$ cat config.mk
export PLATFORM = sky130hd
export DESIGN_NAME = i2c_init_sequencer
export DESIGN_NICKNAME = d
export VERILOG_FILES = /design/src/rtl/i2c_seq_pkg.sv /design/src/rtl/i2c_init_rom.sv /design/src/rtl/i2c_init_sequencer.sv
export SDC_FILE = /design/constraint.sdc
export NUM_CORES = 1
export LEC_CHECK = 0
export BUFFER_PORTS_ARGS = -buffer_cell sky130_fd_sc_hd__buf_2
export CORE_MARGIN = 10
export CORE_UTILIZATION = 45
export CTS_CLUSTER_DIAMETER = 50
export DETAILED_ROUTE_END_ITERATION = 8
export HOLD_SLACK_MARGIN = 0.08
export SYNTH_ARGS = -nofsm -noshare
export SYNTH_HDL_FRONTEND = slang
export SYNTH_HIERARCHICAL = 1
export SYNTH_SLANG_ARGS = --single-unit
$ cat constraint.sdc
create_clock -name clk_in -period 5.36 [get_ports clk_in]
set_input_delay 1.608 -clock clk_in [delete_from_list [all_inputs] [get_ports clk_in]]
set_output_delay 1.608 -clock clk_in [all_outputs]
set_load 0.005 [all_outputs]
$ cat src/rtl/i2c_seq_pkg.sv
// ---------------------------------------------------------------------------
// i2c_seq_pkg
// Shared definitions for the I2C init sequencer: the controller state
// encoding, the command-table entry layout {dev[6:0], reg[7:0], data[7:0]},
// the two reserved device codes, and helpers that pull fields out of an entry.
// ---------------------------------------------------------------------------
package i2c_seq_pkg;

    localparam int ENTRY_W = 23;

    // Field slices inside a table entry
    localparam int DEV_MSB  = 22;
    localparam int DEV_LSB  = 16;
    localparam int REG_MSB  = 15;
    localparam int REG_LSB  = 8;
    localparam int DATA_MSB = 7;
    localparam int DATA_LSB = 0;

    // Reserved device codes: end of table, and "wait data*DELAY_UNIT cycles"
    localparam logic [6:0] DEV_END   = 7'h00;
    localparam logic [6:0] DEV_DELAY = 7'h7F;

    typedef enum logic [2:0] {
        ST_IDLE      = 3'd0,
        ST_FETCH     = 3'd1,
        ST_ISSUE     = 3'd2,
        ST_WAIT_ACK  = 3'd3,
        ST_WAIT_DONE = 3'd4,
        ST_DELAY     = 3'd5,
        ST_DONE      = 3'd6,
        ST_ERROR     = 3'd7
    } seq_state_t;

    function automatic logic [6:0] entry_dev(input logic [ENTRY_W-1:0] e);
        return e[DEV_MSB:DEV_LSB];
    endfunction

    function automatic logic [7:0] entry_reg(input logic [ENTRY_W-1:0] e);
        return e[REG_MSB:REG_LSB];
    endfunction

    function automatic logic [7:0] entry_data(input logic [ENTRY_W-1:0] e);
        return e[DATA_MSB:DATA_LSB];
    endfunction

endpackage

$ cat src/rtl/i2c_init_rom.sv
// ---------------------------------------------------------------------------
// i2c_init_rom
// Command table with a registered read (1-cycle latency).
// Ports:
//   clk_in   - clock
//   reset_in - asynchronous active-low reset (clears the read register)
//   addr     - table index to read
//   entry    - {dev, reg, data} of the entry addressed on the previous edge
// Unlisted addresses read as the end marker.
// ---------------------------------------------------------------------------
module i2c_init_rom
    import i2c_seq_pkg::*;
#(
    parameter int ADDR_W = 4
) (
    input  logic               clk_in,
    input  logic               reset_in,
    input  logic [ADDR_W-1:0]  addr,
    output logic [ENTRY_W-1:0] entry
);

    logic [ENTRY_W-1:0] table_word;

    always_comb begin
        table_word = {DEV_END, 8'h00, 8'h00};
        case (32'(addr))
            32'd0:   table_word = {7'h3C, 8'h00, 8'hAE};  // display off
            32'd1:   table_word = {7'h3C, 8'h00, 8'hAF};  // display on
            32'd2:   table_word = {7'h3C, 8'h81, 8'h7F};  // contrast
            32'd3:   table_word = {7'h50, 8'h10, 8'hA5};  // second device
            32'd4:   table_word = {DEV_DELAY, 8'h33, 8'h00};  // zero delay, skipped
            32'd5:   table_word = {DEV_DELAY, 8'h5A, 8'h03};  // 3 delay ticks
            32'd6:   table_word = {7'h3C, 8'h20, 8'h02};  // addressing mode
            default: table_word = {DEV_END, 8'h00, 8'h00};
        endcase
    end

    always_ff @(posedge clk_in or negedge reset_in) begin
        if (!reset_in) begin
            entry <= '0;
        end else begin
            entry <= table_word;
        end
    end

endmodule

$ cat src/rtl/i2c_init_sequencer.sv
// ---------------------------------------------------------------------------
// i2c_init_sequencer
// Walks the init command table and hands each write to an I2C controller.
// Ports:
//   clk_in        - single clock
//   reset_in      - asynchronous active-low reset
//   go_in         - rising edge starts a sequence (ignored while busy)
//   ready_in      - controller ready (same clock domain, sampled directly)
//   start_out     - start request; high while waiting for the controller to
//                   take the command (ready_in dropping)
//   dev_addr_out, reg_addr_out, data_out - current write command
//   cmd_idx_out   - current table index
//   busy_out      - sequence running
//   done_out      - sequence completed (held until the next go)
//   error_out     - controller timed out (held until the next go)
//   state_out     - current controller state, for debug
// Handshake: ISSUE waits for ready_in=1, then start_out rises (WAIT_ACK);
// start_out stays high until ready_in=0 is sampled; completion is the next
// ready_in=1. All three phases share one timeout budget per command.
// ---------------------------------------------------------------------------
module i2c_init_sequencer
    import i2c_seq_pkg::*;
#(
    parameter int NUM_CMDS       = 16,
    parameter int DELAY_UNIT     = 50000,
    parameter int TIMEOUT_CYCLES = 5000000,
    localparam int IDX_W = (NUM_CMDS > 1) ? $clog2(NUM_CMDS) : 1,
    localparam int TMO_W = $clog2(TIMEOUT_CYCLES + 1)
) (
    input  logic             clk_in,
    input  logic             reset_in,
    input  logic             go_in,
    input  logic             ready_in,
    output logic             start_out,
    output logic [6:0]       dev_addr_out,
    output logic [7:0]       reg_addr_out,
    output logic [7:0]       data_out,
    output logic [IDX_W-1:0] cmd_idx_out,
    output logic             busy_out,
    output logic             done_out,
    output logic             error_out,
    output seq_state_t       state_out
);

    localparam logic [23:0] DELAY_UNIT_24 = 24'(DELAY_UNIT);

    seq_state_t         state_q, state_d;
    logic [IDX_W-1:0]   idx_q, idx_d;
    logic [ENTRY_W-1:0] rom_entry;
    logic               go_q, go_rise;
    logic [TMO_W-1:0]   tmo_q;
    logic [23:0]        dly_q;
    logic               tmo_hit;
    logic               last_idx;
    seq_state_t         adv_state;
    logic [IDX_W-1:0]   adv_idx;

    // The ROM is addressed with the next index so the entry is already
    // valid during the single FETCH cycle.
    i2c_init_rom #(.ADDR_W(IDX_W)) u_rom (
        .clk_in   (clk_in),
        .reset_in (reset_in),
        .addr     (idx_d),
        .entry    (rom_entry)
    );

    assign go_rise  = go_in & ~go_q;
    assign tmo_hit  = (tmo_q >= TMO_W'(TIMEOUT_CYCLES - 1));
    assign last_idx = (idx_q == IDX_W'(NUM_CMDS - 1));

    // Where "advance to the next entry" lands: no wrap past the last index.
    always_comb begin
        adv_state = last_idx ? ST_DONE : ST_FETCH;
        adv_idx   = last_idx ? idx_q : idx_q + IDX_W'(1);
    end

    // State register
    always_ff @(posedge clk_in or negedge reset_in) begin
        if (!reset_in) begin
            state_q <= ST_IDLE;
        end else begin
            state_q <= state_d;
        end
    end

    // Next-state logic
    always_comb begin
        state_d = state_q;
        idx_d   = idx_q;
        case (state_q)
            ST_IDLE, ST_DONE, ST_ERROR: begin
                if (go_rise) begin
                    state_d = ST_FETCH;
                    idx_d   = '0;
                end
            end
            ST_FETCH: begin
                if (entry_dev(rom_entry) == DEV_END) begin
                    state_d = ST_DONE;
                end else if (entry_dev(rom_entry) == DEV_DELAY) begin
                    if (entry_data(rom_entry) == 8'h00) begin
                        state_d = adv_state;
                        idx_d   = adv_idx;
                    end else begin
                        state_d = ST_DELAY;
                    end
                end else begin
                    state_d = ST_ISSUE;
                end
            end
            ST_ISSUE: begin
                if (ready_in)     state_d = ST_WAIT_ACK;
                else if (tmo_hit) state_d = ST_ERROR;
            end
            ST_WAIT_ACK: begin
                if (!ready_in)    state_d = ST_WAIT_DONE;
                else if (tmo_hit) state_d = ST_ERROR;
            end
            ST_WAIT_DONE: begin
                if (ready_in) begin
                    state_d = adv_state;
                    idx_d   = adv_idx;
                end else if (tmo_hit) begin
                    state_d = ST_ERROR;
                end
            end
            ST_DELAY: begin
                if (dly_q <= 24'd1) begin
                    state_d = adv_state;
                    idx_d   = adv_idx;
                end
            end
            default: state_d = ST_IDLE;
        endcase
    end

    // Datapath: index, go edge register, counters and the latched command
    always_ff @(posedge clk_in or negedge reset_in) begin
        if (!reset_in) begin
            go_q         <= 1'b0;
            idx_q        <= '0;
            tmo_q        <= '0;
            dly_q        <= '0;
            dev_addr_out <= '0;
            reg_addr_out <= '0;
            data_out     <= '0;
        end else begin
            go_q  <= go_in;
            idx_q <= idx_d;

            if (state_q == ST_FETCH && state_d == ST_ISSUE) begin
                dev_addr_out <= entry_dev(rom_entry);
                reg_addr_out <= entry_reg(rom_entry);
                data_out     <= entry_data(rom_entry);
                tmo_q        <= '0;
            end else if (state_q inside {ST_ISSUE, ST_WAIT_ACK, ST_WAIT_DONE}) begin
                // Saturate so a progress step taken on the last budget cycle
                // cannot wrap the count back below the limit.
                if (tmo_q != '1) tmo_q <= tmo_q + TMO_W'(1);
            end

            if (state_q == ST_FETCH && state_d == ST_DELAY) begin
                dly_q <= 24'(entry_data(rom_entry)) * DELAY_UNIT_24;
            end else if (state_q == ST_DELAY) begin
                dly_q <= dly_q - 24'd1;
            end
        end
    end

    // Outputs decoded from state; start_out falls with the async reset.
    always_comb begin
        start_out   = (state_q == ST_WAIT_ACK);
        busy_out    = !(state_q inside {ST_IDLE, ST_DONE, ST_ERROR});
        done_out    = (state_q == ST_DONE);
        error_out   = (state_q == ST_ERROR);
        cmd_idx_out = idx_q;
        state_out   = state_q;
    end

endmodule
== After elaboration in Yosys (flattened, before gate mapping) ==
Index checks and enable logic that the tools add are counted.

* Register bits: 101
* Input bits: 4

* $add $sub $neg: 3
* Multiply operators: 1
* Order comparisons: 2
* Eq/ne operators: 18
* Muxes and demuxes: 25
* Bitwise operators: 2
* Reductions and logical operators: 14

{| class="wikitable"
|+ Operator list
! cell !! number
|-
| one-hot mux 23 bit (7 select lines) || 1
|-
| 2-to-1 mux 23 bit || 3
|-
| 2-to-1 mux 24 bit || 2
|-
| 2-to-1 mux 3 bit || 10
|-
| 2-to-1 mux 4 bit || 7
|-
| <= comparator 24 x 1 -> 1 bit (second input constant) || 1
|-
| subtractor 24 x 1 -> 24 bit (second input constant) || 1
|-
| adder 23 x 1 -> 23 bit (second input constant) || 1
|-
| greater-or-equal comparator 23 bit (second input constant) || 1
|-
| inequality test 23 bit (second input constant) || 1
|-
| multiplier 8 x 12 -> 20 bit (second input constant) || 1
|-
| one-hot mux 3 bit (6 select lines) || 1
|-
| one-hot mux 4 bit (4 select lines) || 1
|-
| == test 3 bit (second input constant) || 5
|-
| == test 4 x 3 -> 1 bit (second input constant) || 3
|-
| == test 3 x 2 -> 1 bit (second input constant) || 3
|-
| == test 4 x 2 -> 1 bit (second input constant) || 2
|-
| logical NOT 8 bit || 1
|-
| == test 7 bit (second input constant) || 1
|-
| logical NOT 7 bit || 1
|-
| nonzero test 2 bit || 3
|-
| nonzero test 3 bit || 2
|-
| adder 4 x 1 -> 4 bit (second input constant) || 1
|-
| == test 4 x 1 -> 1 bit (second input constant) || 1
|-
| 10 further kinds || 11
|}

== Longest topological paths before layout ==
Gate-level depths: netlist (run 1).

* Word-level depth: 10
* Mapped depth: 17
* Depth with buffers taken out: 16

== Modules after synthesis ==
Netlist (run 1), hierarchy kept.

{| class="wikitable"
|+ By module, submodules not included
! module !! times used !! cells each !! area an instance (µm²) !! sequential area each (µm²)
|-
| i2c_init_sequencer || 1 || 622 || 5774.3 || 1951.9
|-
| i2c_init_rom || 1 || 46 || 585.6 || 325.3
|}

== Worst setup path before layout (run 1) ==
No wires, ideal clock.

* Path type: register to register
* Start point: register u_rom.entry[5]
* End point: register dly_q[22]
* Data arrival time: 3.680 ns
* Path slack: 1.539 ns
* Stages on the path, launching flop included: 15
* Path buffers: 0
* Period minus slack after synthesis: 3.821 ns
* Cells stage by stage: dfrtp_1 ha_1 ha_1 inv_1 fa_1 fa_1 inv_1 ha_1 a21o_1 a41o_1 o31ai_1 o21ai_0 a21oi_1 xor2_1 a21oi_1

* Longest elaborated chain between the ends: 8

{| class="wikitable"
|+ Ends and longest elaborated chain
! item !! line !! RTL
|-
| start, declared || i2c_init_rom.sv:19 || <nowiki>output logic [ENTRY_W-1:0] entry</nowiki>
|-
| start signal, assigned || i2c_init_rom.sv:42 || <nowiki>entry <= table_word;</nowiki>
|-
| branches (longest 8 deep; another with multiplier 8 x 12 -> 20 bit) || -- ||
|-
| end signal, assigned || i2c_init_sequencer.sv:163 || <nowiki>dly_q <= 24'(entry_data(rom_entry)) * DELAY_UNIT_24;</nowiki>
|-
| end signal, assigned || i2c_init_sequencer.sv:165 || <nowiki>dly_q <= dly_q - 24'd1;</nowiki>
|-
| end, declared || i2c_init_sequencer.sv:52 || <nowiki>logic [23:0] dly_q;</nowiki>
|}

Parallel ways; which one is timed is not known.
A chain may end at the register's enable or synchronous reset.

== Worst setup path after layout (run 1) ==
Same ends and word-level chain as after synthesis.

==> run_results.csv, run 1 <==
group,metric,value,unit
run_status,status,"finished clean",
setup_path,end_kind,"flop",
final_layout,nNetsFinal,762,
min_path,hold_path_class,"reg2reg",
synthesis,synth_edf_count,0,
final_layout,antennaDiodeCount,0,
synthesis,synth_top_area_cell,"dfrtp_1",
clock_tree,clk_pin_slew,0.07,ns
synthesis,synth-seq-cells,91,
sta,setup_viol,0,
synthesis,yosys_warnings,6,
synthesis,ys_seq_area_share,35.81,%
place,pre_cts_ws,1.075,ns
global_route,grt_max_degree,71,
synthesis,synth-async-reset-ratio,100.0,%
final_layout,areaGrowthSynthToFinish,8.519,%
clock_tree,cts_num_sinks,91,
floorplanning,core,0.01388,mm2
floorplanning,io_pins,38,
synthesis,syn-num-nets,745,
setup_path,r2r_start,"u_rom/entry[5]$_DFF_PN0_",
sta,drv_slew,0,
floorplanning,die_area,0.01929,mm2
place,portBuffers,37,
floorplanning,start_util,45.82,%
clock_tree,hold_buffers,0,
clock_tree,ctsResizeCount,0,
final_layout,largest_reg_flops,24,
detailed_routing,postRouteAntennaNets,0,
sta,finClkSkew,0.01108,ns
floorplanning,chipHeight,138.9,um
clock_tree,clockRootBuffer,"clkbuf_16",
floorplanning,die_w,138.9,um
clock_tree,cts_max_path_buffers,2,
detailed_routing,firstDrtPassIters,5,
setup_path,crit_chain,"ha_1, ha_1, inv_1, fa_1, fa_1, inv_1, ha_1, a21o_1, a41o_1, o31ai_1, o21ai_0, a21oi_1, xor2_1, a21oi_1",
sta,tightest_slew,0.9888,ns
setup_path,critPathSlowestCell,"dfrtp_1",
min_path,min_from,"u_rom/entry[13]$_DFF_PN0_",
sta,min_period,4.289,ns
sta,setup_ws,1.071,ns
clock_tree,postCtsSetupRepairBufs,0,
sta,max_slew_margin,33.86,%
place,routabilityCongestion,0.8574,
clock_tree,clk_latency,0.35,ns
detailed_routing,drt-total-wl,13070,um
setup_path,critPathMaxFanout,12,
clock_tree,cts_made_buffers,9,
setup_path,crit_path_start_kind,"flop",
sta,rsz0062_at_grt,"no",
setup_path,ff2ff_path_depth,14,
floorplanning,rows,43,
global_route,grt_pass1_wl,23040,um
clock_tree,cts_tree,"done",
detailed_routing,drtIter0Drc,239,
min_path,min_path_cells,1,
detailed_routing,drc,0,
synthesis,synth_cell_types,63,
global_route,overflow,0,
sta,fin_setup_tns,0,ns
synthesis,synthesis.area,0.006360,mm2
global_route,grt_usage,13.83,%
sta,max_freq,233.1,MHz
final_layout,drive_gt1_share,15.51,%
setup_path,setup.worst_path.start,"u_rom/entry[5]$_DFF_PN0_",
setup_path,critPathKind,"reg2reg",
clock_tree,htreeDepth,3,
sta,hold_violations,0,
sta,fin_crit_sh,80.02,%
setup_path,critPathMostFrequentCell,"ha_1",
synthesis,synth_top_area_share,35.81,%
synthesis,synth-main-ff-cell,"dfrtp_1",
setup_path,arrival,4.47,ns
detailed_routing,num_vias,4654,
run,max_cap_violations,0,
setup_path,crit_required,5.54,ns
global_route,antenna_found_initial,0,
place,dpl.hpwl,9811,um
sta,hold_ws,0.4879,ns
detailed_routing,drt-vias-per-instance,5.349,
detailed_routing,routedWlPerCell,15.02,um
synthesis,syn_inst,668,
synthesis,synth_area_leaders,"dfrtp_1 (36%), ha_1 (12%), xnor2_1 (4.1%)",
global_route,grt_pass1_vias,4638,
setup_path,slowest_delay,0.59,ns
synthesis,postSynthAreaPerCell,9.521,um2
[synth_stat cells, drive strengths merged, types with 3 or more instances]
master and n:
a211o 3, a211oi 4, a21o 6, a21oi 40
a31oi 4, and3 7, and4 3, buf 18
clkbuf 16, dfrtp 91, fa 12, ha 61
inv 60, mux2 23, mux2i 3, nand2 40
nand2b 7, nand3 16, nand3b 5, nand4 11
nor2 67, nor2b 6, nor3 21, nor3b 3
nor4 13, o211ai 3, o21a 5, o21ai 31
or2 4, or3 9, or4 3, xnor2 30
xor2 21
[cell families (layout without fill, tap and decap cells)]
kind of cell / count (synthesis) / count (layout) / share of synthesized area, %
xor gates and xnor gates: 51 / 51 / 7.023
buffers and inverters: 94 / 116 / 6.768
other: 1 / 1 / 0.05896
AOI/OAI and AO/OA: 111 / 111 / 10.92
and+or+nand+nor: 221 / 221 / 19.10
DFF: 91 / 91 / 35.81
adders and majority gates: 73 / 73 / 15.78
muxes: 26 / 26 / 4.545
[stage by stage]
step                      util (%)  cells  area [um2]
after floorplan                  -    668        6360
final                        49.72    870        6902
after CTS                    49.72    870        6902
after global routing         49.72    870        6902
after global placement       47.56    854        6601
after detailed placement     47.56    854        6601
[critical path: cells and delay by family (launching register included)]
family                   cells  cell delay (ns)
buffers and inverters        2             0.09
XOR/XNOR                     1             0.16
AO/OA/AOI/OAI                6             1.32
flip-flops                   1             0.59
adder cells (fa/ha/maj)      5             1.97
[worst paths after layout]
kind | to | slack (ns)
max | dly_q[22]$_DFFE_PN0P_ | 1.07
min | reg_addr_out[5]$_DFFE_PN0N_ | 0.49
max reg2reg | dly_q[22]$_DFFE_PN0P_ | 1.07
min reg2reg | reg_addr_out[5]$_DFFE_PN0N_ | 0.49
max in group asynchronous | dev_addr_out[3]$_DFFE_PN0N_ | 3.12
min in group asynchronous | dly_q[17]$_DFFE_PN0P_ | 1.37
[cell usage in the layout (no fill, tap or decap), types with 9 or more instances in the layout]
master | Yosys | routed
a21oi_1 | 35 | 35
buf_2 | 2 | 36
clkbuf_16 | 0 | 9
dfrtp_1 | 91 | 91
fa_1 | 12 | 12
ha_1 | 61 | 61
inv_1 | 60 | 60
mux2_2 | 23 | 23
nand2_1 | 40 | 40
nand3_1 | 16 | 16
nand4_1 | 11 | 11
nor2_1 | 64 | 64
nor3_1 | 16 | 16
nor4_1 | 9 | 9
o21ai_0 | 28 | 28
or3_1 | 9 | 9
xnor2_1 | 30 | 30
xor2_1 | 21 | 21
[area by class of cell]
type / instances / area, um2
Fill cell: 1284 / 6979
Clock buffer: 10 / 229.0
Timing Repair Buffer: 40 / 210.2
Clock inverter: 6 / 71.32
Multi-Input combinational cell: 483 / 3664
Inverter: 60 / 225.2
Tap cell: 180 / 225.2
Sequential cell: 91 / 2277
[routing by layer]
metal | vias to the layer above | share of wire, % | track usage (%)
li1 | 2330 | - | -
met1 | 2227 | 48 | 18.25
met2 | 82 | 46 | 21.63
met3 | 15 | 4.1 | 3.116
met4 | 0 | 1.5 | 4.997
met5 | - | 0 | 0
Power of run 1 is left out: the tool's default activity adds up to more than one toggle a clock period on the data nets, which glitch-free logic cannot reach.
==> inputs of run 2 (changes only) <==
- clock period: 5.36 -> 3.67 ns (I/O delays scaled with it)
==> run_results.csv, run 2 (same netlist as run 1, synthesis figures left out) <==
group,metric,value,unit
final_layout,fill_cells,1226,
floorplanning,die_area,0.01929,mm2
detailed_routing,drc,0,
detailed_routing,drt-total-wl,14260,um
setup_path,arrival,3.85,ns
place,pre_cts_ws,-0.1063,ns
final_layout,drive_gt1_share,25.41,%
sta,hold_violations,0,
detailed_routing,postRouteAntennaNets,0,
clock_tree,cts_made_buffers,9,
setup_path,crit_path_start_kind,"flop",
global_route,grt_pass1_vias,4700,
global_route,grt_usage,14.28,%
sta,fin_setup_tns,0,ns
clock_tree,clk_latency,0.36,ns
place,portBuffers,37,
clock_tree,cts_tree,"done",
detailed_routing,drtIter0Drc,238,
place,dpl.hpwl,10270,um
sta,max_slew_margin,25.76,%
global_route,grt_pass1_wl,23340,um
floorplanning,rows,43,
run_status,status,"finished clean",
global_route,grt_max_degree,54,
sta,tightest_slew,1.109,ns
final_layout,nNetsFinal,796,
place,routabilityCongestion,0.8802,
detailed_routing,num_vias,4872,
run,max_cap_violations,0,
floorplanning,chipHeight,138.9,um
final_layout,mostFrequentLayoutCells,"dfrtp_1 (89), nor2_1 (61), inv_1 (55)",
sta,fin_crit_sh,97.04,%
setup_path,critPathKind,"reg2reg",
clock_tree,hold_buffers,0,
clock_tree,clk_pin_slew,0.07,ns
clock_tree,cts_num_sinks,91,
global_route,antenna_found_initial,0,
clock_tree,clockRootBuffer,"clkbuf_16",
detailed_routing,routedWlPerCell,15.77,um
final_layout,final_common_cell,"dfrtp_1",
place,placed_area,0.006843,mm2
sta,rsz0062_at_grt,"yes",
final_layout,final_util,53.82,%
setup_path,crit_required,3.96,ns
sta,finClkSkew,0.009134,ns
clock_tree,htreeDepth,3,
final_layout,largest_reg_flops,24,
sta,setup_viol,0,
clock_tree,cts_max_path_buffers,2,
final_layout,final_cell_area,0.007471,mm2
final_layout,areaGrowthSynthToFinish,17.47,%
detailed_routing,firstDrtPassIters,5,
sta,drv_slew,0,
sta,setup_ws,0.1085,ns
setup_path,critPathMaxFanout,4,
min_path,hold_path_class,"reg2reg",
final_layout,antennaDiodeCount,0,
floorplanning,die_w,138.9,um
global_route,overflow,0,
detailed_routing,drt-vias-per-instance,5.389,
setup_path,end_kind,"flop",
floorplanning,start_util,45.82,%
sta,min_period,3.561,ns
floorplanning,io_pins,38,
floorplanning,core,0.01388,mm2
sta,max_freq,280.8,MHz
## run 2: final timing paths
check	from	endpoint	slack, ns	cells past startpoint
min reg2reg	u_rom/entry[13]$_DFF_PN0_	reg_addr_out[5]$_DFFE_PN0N_	0.50	1
min	u_rom/entry[13]$_DFF_PN0_	reg_addr_out[5]$_DFFE_PN0N_	0.50	1
max reg2reg	u_rom/entry[15]$_DFF_PN0_	dly_q[19]$_DFFE_PN0P_	0.11	15
max in group asynchronous	reset_in	tmo_q[8]$_DFFE_PN0P_	2.22	2
max	u_rom/entry[15]$_DFF_PN0_	dly_q[19]$_DFFE_PN0P_	0.11	15
min in group asynchronous	reset_in	data_out[4]$_DFFE_PN0N_	0.79	1
## run 2: timing repair
item	in CTS	in global routing
hold endpoints to repair	0	0
gates resized for setup	11	37
endpoints found under the setup margin	5	9
buffers inserted	0	6
pin swaps	4	22
## run 2: final cells by class
type	instances	area (um2)	area share, %
inverters	60	230.2	3.082
well taps	180	225.2	3.015
repair buffers	74	485.5	6.498
multi-input cells	483	3959	52.99
clock buffers	9	225.2	3.015
flip-flops and latches	91	2280	30.51
clock inverters	7	66.31	0.8876
## run 2: metal layers
layer,up-vias,share of wire [%],GRT usage [%]
met2,95,49,23.78
met5,-,0,0
met3,22,4.1,3.527
met1,2355,45,17.93
li1,2400,-,-
met4,0,2.1,3.899
## run 2: per-stage QoR
stage | cells | hold WS (ns)
6_report | 904 | 0.4971
5_1_grt | 904 | 0.5168
4_1_cts | 898 | 0.4994
3_5_place_dp | 882 | 0.4653
3_3_place_gp | 882 | 0.4659
2_1_floorplan | 668 | 0.4542
## run 2: critical path, cell delays in order, from the launching register on
cell and delay [ns]:
dfrtp_2 0.46, ha_1 0.31, inv_1 0.05, fa_1 0.46
fa_1 0.51, inv_1 0.07, ha_4 0.25, ha_4 0.29
buf_4 0.12, nand2_1 0.07, nor2_2 0.12, a21oi_2 0.08
a21oi_2 0.19, a21oi_1 0.12, a311o_1 0.33, nor2_1 0.08
Power of run 2 is left out for the same reason.
==> inputs of run 3 (changes only) <==
==> constraint.sdc (replaced) <==
create_clock -name clk_in -period 3.67 [get_ports clk_in]
set_input_delay 0.734 -clock clk_in [delete_from_list [all_inputs] [get_ports clk_in]]
set_output_delay 0.734 -clock clk_in [all_outputs]
set_load 0.005 [all_outputs]
==> run_results.csv, run 3 (same netlist as run 1, synthesis figures left out) <==
group,metric,value,unit
run_status,status,"finished clean",
final_layout,final_common_cell,"dfrtp_1",
setup_path,cp_top_family,"adder cells",
place,dpl.hpwl,10190,um
detailed_routing,drc,0,
final_layout,final_util,53.86,%
global_route,grt_max_degree,61,
floorplanning,core,0.01388,mm2
final_layout,antennaDiodeCount,0,
global_route,grt_pass1_wl,23330,um
global_route,grt_pass1_vias,4748,
clock_tree,htreeDepth,3,
detailed_routing,dr_wl_met3,489,um
setup_path,arrival,3.88,ns
sta,max_freq,274.0,MHz
floorplanning,io_pins,38,
final_layout,largest_reg_flops,24,
global_route,overflow,0,
global_route,grt_usage,14.03,%
setup_path,crit_required,3.90,ns
floorplanning,start_util,45.82,%
clock_tree,clk_latency,0.35,ns
floorplanning,die_w,138.9,um
setup_path,reg2reg_setup_slack,0.02,ns
setup_path,critPathMostFrequentCell,"ha_4",
floorplanning,rows,43,
clock_tree,cts_num_sinks,91,
detailed_routing,drtIter0Drc,317,
setup_path,crit_chain,"ha_4, ha_4, inv_2, fa_1, fa_1, inv_2, ha_4, a21o_1, a41o_1, o31ai_4, nor2_1, o22ai_1, xor2_1, a21oi_2",
global_route,antenna_found_initial,0,
sta,hold_violations,0,
setup_path,reg2reg_to,"dly_q[20]$_DFFE_PN0P_",
place,routabilityCongestion,0.8728,
setup_path,cp.depth,14,
setup_path,end_kind,"flop",
setup_path,cp.buffers_inverters,2,
sta,min_period,3.650,ns
clock_tree,cts_made_buffers,9,
final_layout,drive_gt1_share,24.97,%
detailed_routing,drt-total-wl,13930,um
detailed_routing,firstDrtPassIters,5,
final_layout,mostFrequentLayoutCells,"dfrtp_1 (90), nor2_1 (61), inv_1 (55)",
detailed_routing,routedWlPerCell,15.39,um
detailed_routing,top_layer,"met4",
sta,finClkSkew,0.01121,ns
clock_tree,clockRootBuffer,"clkbuf_16",
final_layout,areaGrowthSynthToFinish,17.55,%
detailed_routing,met2_length,6741,um
setup_path,setup.worst_path.start,"u_rom/entry[5]$_DFF_PN0_",
clock_tree,clk_pin_slew,0.07,ns
setup_path,crit_path_start_kind,"flop",
detailed_routing,postRouteAntennaNets,0,
min_path,hold_path_class,"in2async",
sta,drv_slew,0,
detailed_routing,m1WireLength,6532,um
sta,tightest_slew,1.080,ns
setup_path,critPathKind,"reg2reg",
clock_tree,cts_tree,"done",
final_layout,multi_input_area,0.003956,mm2
setup_path,slowest_delay,0.54,ns
setup_path,critPathSlowestCell,"fa_1",
sta,max_slew_margin,27.71,%
sta,fin_crit_sh,99.45,%
sta,rsz0062_at_grt,"yes",
final_layout,nNetsFinal,797,
final_layout,seq_area,0.002278,mm2
detailed_routing,drt-vias-per-instance,5.325,
setup_path,critPathMaxFanout,3,
place,portBuffers,37,
floorplanning,die_area,0.01929,mm2
sta,setup_viol,0,
setup_path,crit_end,"dly_q[20]$_DFFE_PN0P_",
clock_tree,cts_max_path_buffers,2,
run,max_cap_violations,0,
detailed_routing,num_vias,4819,
setup_path,r2r_start,"u_rom/entry[5]$_DFF_PN0_",
floorplanning,chipHeight,138.9,um
setup_path,ff2ff_path_depth,14,
final_layout,fill_cells,1257,
clock_tree,hold_buffers,0,
run 3: changes by cell type in the layout (fill, tap and decap cells not counted), sizes merged:
cell / previous run / this run
clkinvlp: 0 / 1
buf: 74 / 75
clkinv: 3 / 1
clkbuf: 9 / 10
run 3: worst min-delay path by stage:
stage / depth (start not counted) / start / to
after floorplan: 0 / reset_in / cmd_idx_out[0]$_DFF_PN0_
after global placement: 1 / u_rom/entry[13]$_DFF_PN0_ / reg_addr_out[5]$_DFFE_PN0N_
after detailed placement: 1 / u_rom/entry[13]$_DFF_PN0_ / reg_addr_out[5]$_DFFE_PN0N_
after CTS: 1 / reset_in / tmo_q[9]$_DFFE_PN0P_
after global routing: 1 / u_rom/entry[8]$_DFF_PN0_ / reg_addr_out[0]$_DFFE_PN0N_
final: 1 / reset_in / dly_q[11]$_DFFE_PN0P_
run 3: through the flow:
step                      setup slack [ns]  setup TNS [ns]  cells  cell area, um2  hold WS, ns
after detailed placement           -0.1223         -0.3334    883            6838       0.4647
after global placement            -0.07875         -0.1380    883            6838       0.4661
after global routing              -0.09932         -0.3318    905            7476       0.5050
after CTS                         -0.02749        -0.02749    899            7228       0.4810
after floorplan                    0.02905               0    668            6384       0.4384
final                              0.02010               0    905            7476       0.4564
run 3: what timing repair did:
| action | CTS | global route |
|---|---|---|
| setup endpoints to repair | 5 | 7 |
| resized for setup | 14 | 37 |
| pin swaps | 9 | 33 |
| buffers inserted | 0 | 6 |
run 3: final cells by class:
cell class / count / share of cell area (%)
clock buffer: 10 / 3.197
clock inverter: 6 / 0.7197
inverter: 60 / 3.046
multi-input combinational: 483 / 52.92
sequential: 91 / 30.48
tap: 180 / 3.013
timing repair buffer: 75 / 6.628
run 3: layer usage:
layer	GRT usage, %	vias up
met5	0	-
met4	4.558	0
met3	3.116	10
met2	22.26	73
met1	18.47	2329
li1	-	2407
Power of run 3 is left out for the same reason.
